[src/rtl/bch_input_buffer.sv]
// Serial BCH codeword input buffer: writes incoming bits into one of two RAM
// ping-pong buffers and hands completed codewords to the decision stage.
module bch_input_buffer #(
    parameter int m = 4,
    parameter int n = 15
) (
    input  logic         iclk,
    input  logic         ireset,
    input  logic         iclkena,
    input  logic         isop,
    input  logic         ival,
    input  logic         ieop,
    input  logic         idat,
    input  logic         ifree,
    output logic         ordy,
    output logic         owrite,
    output logic [m-1:0] owaddr,
    output logic         owptr,
    output logic         owdat,
    output logic         odata_val,
    output logic         odata_ptr,
    output logic         oerr,
    output logic         odbg_state
);

    typedef logic [m-1:0] data_t;
    typedef logic         ptr_t;
    typedef enum logic {IDLE = 1'b0, FILL = 1'b1} state_t;

    state_t     state;
    data_t      cnt;
    ptr_t       wptr;
    ptr_t       done_ptr;
    logic [1:0] used;
    logic       done_d;

    logic       wr_en;
    data_t      wr_addr;
    logic       last_bit;
    logic       complete;
    logic       frame_err;
    logic       free_ok;

    // Input handshake: a bit is taken when ival=1; a frame may only start when ordy=1.
    always_comb begin
        wr_en     = 1'b0;
        wr_addr   = '0;
        last_bit  = 1'b0;
        complete  = 1'b0;
        frame_err = 1'b0;
        if (state == IDLE) begin
            wr_en = ival && isop && ordy;
        end else if (ival) begin
            wr_en = 1'b1;
            if (isop) begin
                frame_err = 1'b1;
            end else begin
                wr_addr   = cnt;
                last_bit  = (cnt == data_t'(n - 1));
                complete  = last_bit && ieop;
                // eop before the last bit, or last bit without eop
                frame_err = last_bit != ieop;
            end
        end
    end

    assign free_ok    = ifree && (used != 2'd0);
    assign ordy       = (used != 2'd2);
    assign odbg_state = (state == FILL);

    always_ff @(posedge iclk or negedge ireset) begin
        if (!ireset) begin
            state     <= IDLE;
            cnt       <= '0;
            wptr      <= 1'b0;
            used      <= 2'd0;
            done_d    <= 1'b0;
            done_ptr  <= 1'b0;
            owrite    <= 1'b0;
            owaddr    <= '0;
            owptr     <= 1'b0;
            owdat     <= 1'b0;
            odata_val <= 1'b0;
            odata_ptr <= 1'b0;
            oerr      <= 1'b0;
        end else if (iclkena) begin
            owrite <= wr_en;
            if (wr_en) begin
                owaddr <= wr_addr;
                owptr  <= wptr;
                owdat  <= idat;
            end
            oerr      <= frame_err;
            done_d    <= complete;
            odata_val <= done_d;
            odata_ptr <= done_ptr;
            if (complete) begin
                done_ptr <= wptr;
                wptr     <= ~wptr;
            end
            if (complete && !free_ok)
                used <= used + 2'd1;
            else if (!complete && free_ok)
                used <= used - 2'd1;
            case (state)
                IDLE: begin
                    if (wr_en) begin
                        state <= FILL;
                        cnt   <= data_t'(1);
                    end
                end
                FILL: begin
                    if (ival) begin
                        if (isop) begin
                            cnt <= data_t'(1);
                        end else if (ieop || last_bit) begin
                            state <= IDLE;
                            cnt   <= '0;
                        end else begin
                            cnt <= cnt + data_t'(1);
                        end
                    end
                end
                default: state <= IDLE;
            endcase
        end
    end

endmodule

[config.mk]
export PLATFORM = sky130hd
export DESIGN_NAME = bch_input_buffer
export DESIGN_NICKNAME = d
export VERILOG_FILES = /design/src/rtl/bch_input_buffer.sv
export SDC_FILE = /design/constraint.sdc
export NUM_CORES = 1
export LEC_CHECK = 0
export ABC_AREA = 1
export CAP_MARGIN = 20
export CORE_ASPECT_RATIO = 1.4
export CORE_MARGIN = 2
export CORE_UTILIZATION = 35
export CTS_BUF_LIST = sky130_fd_sc_hd__clkbuf_2
export CTS_CLUSTER_SIZE = 40
export DETAILED_ROUTE_END_ITERATION = 16
export GPL_ROUTABILITY_DRIVEN = 0
export SYNTH_ARGS = -nofsm -noshare
export SYNTH_HDL_FRONTEND = slang
export SYNTH_SLANG_ARGS = --single-unit
export TNS_END_PERCENT = 1
[constraint.sdc]
create_clock -name iclk -period 1.6 [get_ports iclk]
set_clock_uncertainty 0.15 [all_clocks]
set_input_delay 0.32 -clock iclk [delete_from_list [all_inputs] [get_ports iclk]]
set_output_delay 0.32 -clock iclk [all_outputs]
set_load 0.005 [all_outputs]
---- Word level (Yosys, flattened, before mapping) ----
Index checks and enable logic that the tools add are counted.
word-level totals
  flip-flop bits (word level) ............. 20
  output and inout port bits .............. 12
  logic and storage cells ................. 64
operators by class
  $add $sub $neg .......................... 3
  muxes and demuxes ....................... 26
  equal/unequal tests ..................... 5
  reductions and logical operators ........ 15
  bitwise operators ....................... 2
operators by type and width
  kind                                                                 count
  4-bit two-way mux                                                    7
  1-bit two-way mux                                                    15
  4-bit case mux with 2 select lines                                   1
  1-bit logical AND                                                    6
  2-bit != test (second input constant)                                3
  2-bit AND reduction                                                  3
  4-bit by 1-bit adder with 4-bit output (second input constant)       1
  4-bit equality test (second input constant)                          1
  2-bit two-way mux                                                    2
  2-bit nonzero test                                                   2
  3-bit AND reduction                                                  1
  2-bit by 1-bit adder with 2-bit output (second input constant)       1
  1-bit logical NOT                                                    2
  1-bit NOT                                                            2
  1-bit case mux with 2 select lines                                   1
  2-bit by 1-bit subtractor with 2-bit output (second input constant)  1
  1-bit logical OR                                                     1
  1-bit != test                                                        1

---- Logic depth before layout (Yosys ltp) ----
  word-level depth ........................ 9
  mapped depth ............................ 11
  depth with buffers taken out ............ 11

---- Worst setup path after synthesis ----
Ideal clock, no wire load.
  path kind ............................... register -> register
  start point ............................. register cnt[0]
  end point ............................... register used[0]
  arrival ................................. 1.414 ns
  library setup time ...................... 0.121 ns
  slack ................................... -0.086 ns
  stages on the path, launching flop included .. 10
  period minus slack after synthesis ...... 1.686 ns
  cell sequence ........................... dfrtp_1 > inv_1 > ha_1 > and3_2 > ha_1 > nand4_1 > nand2_1 > nand2_1 > nand2_1 > xor2_1
on the way
  longest elaborated chain between the ends .. 9
  elaborated cells between the ends (all ways) .. 11
  those cells by class .................... 1 x eq/ne; 4 x mux; 6 x reduce/logical
ends and longest elaborated chain
  element                               line  text
  from (decl)                           31    data_t cnt;
  from (signal assigned)                109   cnt <= data_t'(1);
  from (signal assigned)                115   cnt <= data_t'(1);
  from (signal assigned)                120   cnt <= cnt + data_t'(1);
  4-bit equality test (*)               59    last_bit = (cnt == data_t'(n - 1));
  1-bit logical AND (*)                 60    complete = last_bit && ieop;
  1-bit two-way mux (*)                 55    if (isop) begin
  1-bit two-way mux (*)                 53    end else if (ival) begin
  1-bit two-way mux (*)                 51    if (state == IDLE) begin
  1-bit logical NOT                     103   else if (!complete && free_ok)
  1-bit logical AND                     103
  2-bit nonzero test (no source line)   --
  2-bit AND reduction (no source line)  --
  to (signal assigned)                  102   used <= used + 2'd1;
  to (signal assigned)                  104   used <= used - 2'd1;
  to (decl)                             34    logic [1:0] used;
Every way passes the cells marked *; elsewhere a longest branch is shown, timed or not.
A chain may end at the register's enable or synchronous reset.

---- Worst setup path in the final report ----
  start point ............................. register cnt[1]
  end point ............................... register used[1]
Same word-level chain as after synthesis.

==> impl_metrics.ini <==
[sta]
slew_violations = 0
setup_viol = 2
rsz0062_at_grt = yes
max_freq_mhz = 612
tns_ns = -0.0672
finalHoldViolations = 0
slew_headroom_pct = 77.9
finalCritPeriodShare_pct = 102
setup_slack_ns = -0.0343
tightest_slew_ns = 0.327
fin_crit_ns = 1.63
whs_ns = 0.148

[clocking]
clockRootBuffer = clkbuf_2
clk_latency_ns = 0.33
cts-htree-levels = 1
cts_max_path_buffers = 2
clk_pin_slew_ns = 0.20
cts.sinks = 20
cts.hold.buffers_added = 0
cts_buffers = 3
cts_tree = built

[logic_synthesis]
synth_cell_types = 23
synthAdderAreaFrac_pct = 3.86
synth_compound_area_share_pct = 5.41
synthCells = 109
yosys_warnings = 0
synth_top_family_by_area = simple AND/OR/NAND/NOR gates
synth.area.mux_share_pct = 0
syn_area_per_cell_sq_um = 8.92
synth-xor-area-share_pct = 3.60
syn_area_sq_um = 972
synthSimpleGateAreaFrac_pct = 29.5
synth_seq_area_share_pct = 51.5
syn-num-nets = 120
ys_seq_elements = 20

[final_layout]
mostFrequentLayoutCell = nand2_1
multiInputGateArea_sq_um = 450
final_area_sq_mm = 0.00138
layout_common_cells = nand2_1 (34), dfrtp_1 (20), buf_4 (17)
insertedDiodeCount = 0
drive_above_1_share_pct = 27.2
fillers = 263
syn_to_final_growth_pct = 41.7
final_nets = 159
final_cells = 183
top_regs = cnt x4, owaddr x4, used x2
seqCellArea_sq_um = 500

[setup_path]
end_kind = flop
path_class = reg2reg
worstPathArrival_ns = 1.74
startpoint_type = flop
cp_max_fo = 3
cp_data_required_time_ns = 1.70

[drt]
dr_total_vias = 840
drc = 0
routed_via_density = 4.59
drtIter0Drc = 7
drt_pass1_iterations = 4
wirelength_um = 1960
ant_nets = 0
routedWlPerCell_um = 10.7

[floorplanning]
io-pin-count = 20
core_area_sq_mm = 0.00264
die_height_um = 66.4
rows = 22
die_w_um = 48.5
start_util_pct = 36.8
die-area_sq_mm = 0.00322

[pwr]
p_leak_nw = 0.723
vdd_drop_max_mv = 0.689
power_w = 0.00170
p_per_area_mw_per_mm2 = 1230

[min_path]
hold_path_class = in2async

[global_route]
grt_pass1_wl_um = 3540
grt_start_max_net_pins = 21
grt.total_usage_pct = 14.4
gr-total-overflow = 0
antenna_found_initial = 0
grt_pass1_vias = 827

[place]
post-place-cells = 174
placed_cell_area_sq_mm = 0.00129
port_buffers = 19
hpwl_um = 1440

[status]
outcome = finished, violations left
violations = setup timing

[job]
drv_cap = 0
Yosys cell counts:
master | number | area (sq um)
o21ai_2 | 2 | 17.5
nand4_1 | 2 | 12.5
and3_2 | 1 | 7.51
inv_1 | 7 | 26.3
nor2_2 | 1 | 6.26
o21ai_0 | 3 | 15.0
nand3_2 | 1 | 10.0
nor2_4 | 1 | 11.3
ha_1 | 3 | 37.5
o21ai_1 | 2 | 10.0
nor2_1 | 5 | 18.8
nand2_1 | 35 | 131
inv_2 | 3 | 11.3
nand4_2 | 1 | 12.5
nand3_1 | 8 | 40.0
buf_6 | 2 | 22.5
nor2b_1 | 1 | 6.26
a21oi_1 | 2 | 10.0
nor3_1 | 1 | 5.00
nand2_2 | 4 | 25.0
dfrtp_1 | 20 | 500
xor2_1 | 3 | 26.3
xnor2_1 | 1 | 8.76
final cells by class:
cell class,instances,share of cell area [%]
clock buffer,3,1.09
tap,36,3.27
multi-input combinational,77,32.7
clock inverter,1,2.18
timing repair buffer,36,21.7
inverter,10,2.72
sequential,20,36.3
report_power, final:
group | switching [W] | total [W] | leakage [nW] | internal [W]
registers | 0.0000632 | 0.000674 | 0.254 | 0.000611
clock network | 0.000165 | 0.000381 | 0.0266 | 0.000216
logic | 0.000323 | 0.000643 | 0.442 | 0.000321
per-stage QoR:
step                setup slack, ns  util [%]
detailed placement           -0.186      48.9
CTS                         -0.0698      50.9
finish                      -0.0343      52.1
floorplan                 -0.000523         -
global route                 -0.179      52.1
global placement             -0.164      48.9
worst paths after layout:
kind | end | slack (ns) | cells after the start | startpoint
max | used[1]$_DFFE_PN0P_ | -0.03 | 10 | cnt[1]$_DFFE_PN0P_
min | done_d$_DFFE_PN0P_ | 0.15 | 2 | ireset
max reg2reg | used[1]$_DFFE_PN0P_ | -0.03 | 10 | cnt[1]$_DFFE_PN0P_
min reg2reg | odata_ptr$_DFFE_PN0P_ | 0.34 | 2 | odata_ptr$_DFFE_PN0P_
max in group asynchronous | owaddr[2]$_DFFE_PN0P_ | 0.94 | 2 | ireset
min in group iclk | odata_ptr$_DFFE_PN0P_ | 0.34 | 2 | odata_ptr$_DFFE_PN0P_
cell families (layout without fill, tap and decap cells):
| logic type | count (synthesis) | after routing |
|---|---|---|
| AND/OR/NAND/NOR | 61 | 61 |
| flip-flops | 20 | 20 |
| buffers and inverters | 12 | 50 |
| AO/OA/AOI/OAI | 9 | 9 |
| XOR/XNOR | 4 | 4 |
| adder cells (fa/ha/maj) | 3 | 3 |
per-layer routing:
layer,global-route usage [%],wire length [um]
met1,17.1,919
met2,23.8,898
met3,2.26,88
met4,10.0,53
met5,0,0
repair_timing:
item / in CTS / in global routing
setup endpoints to repair: 14 / 9
gates resized for setup: 14 / 5
pin swaps: 0 / 6
buffers inserted: 3 / 2
worst max-delay path: stages (launching register included):
cell     delay [ns]
dfrtp_1        0.45
ha_4           0.16
and3_4         0.18
ha_4           0.16
buf_4          0.13
nand3_4        0.07
nand2_2        0.05
nand3_1        0.08
nand2_1        0.05
nand2_1        0.05
inv_1          0.04
(Power assumes the default switching activity.)
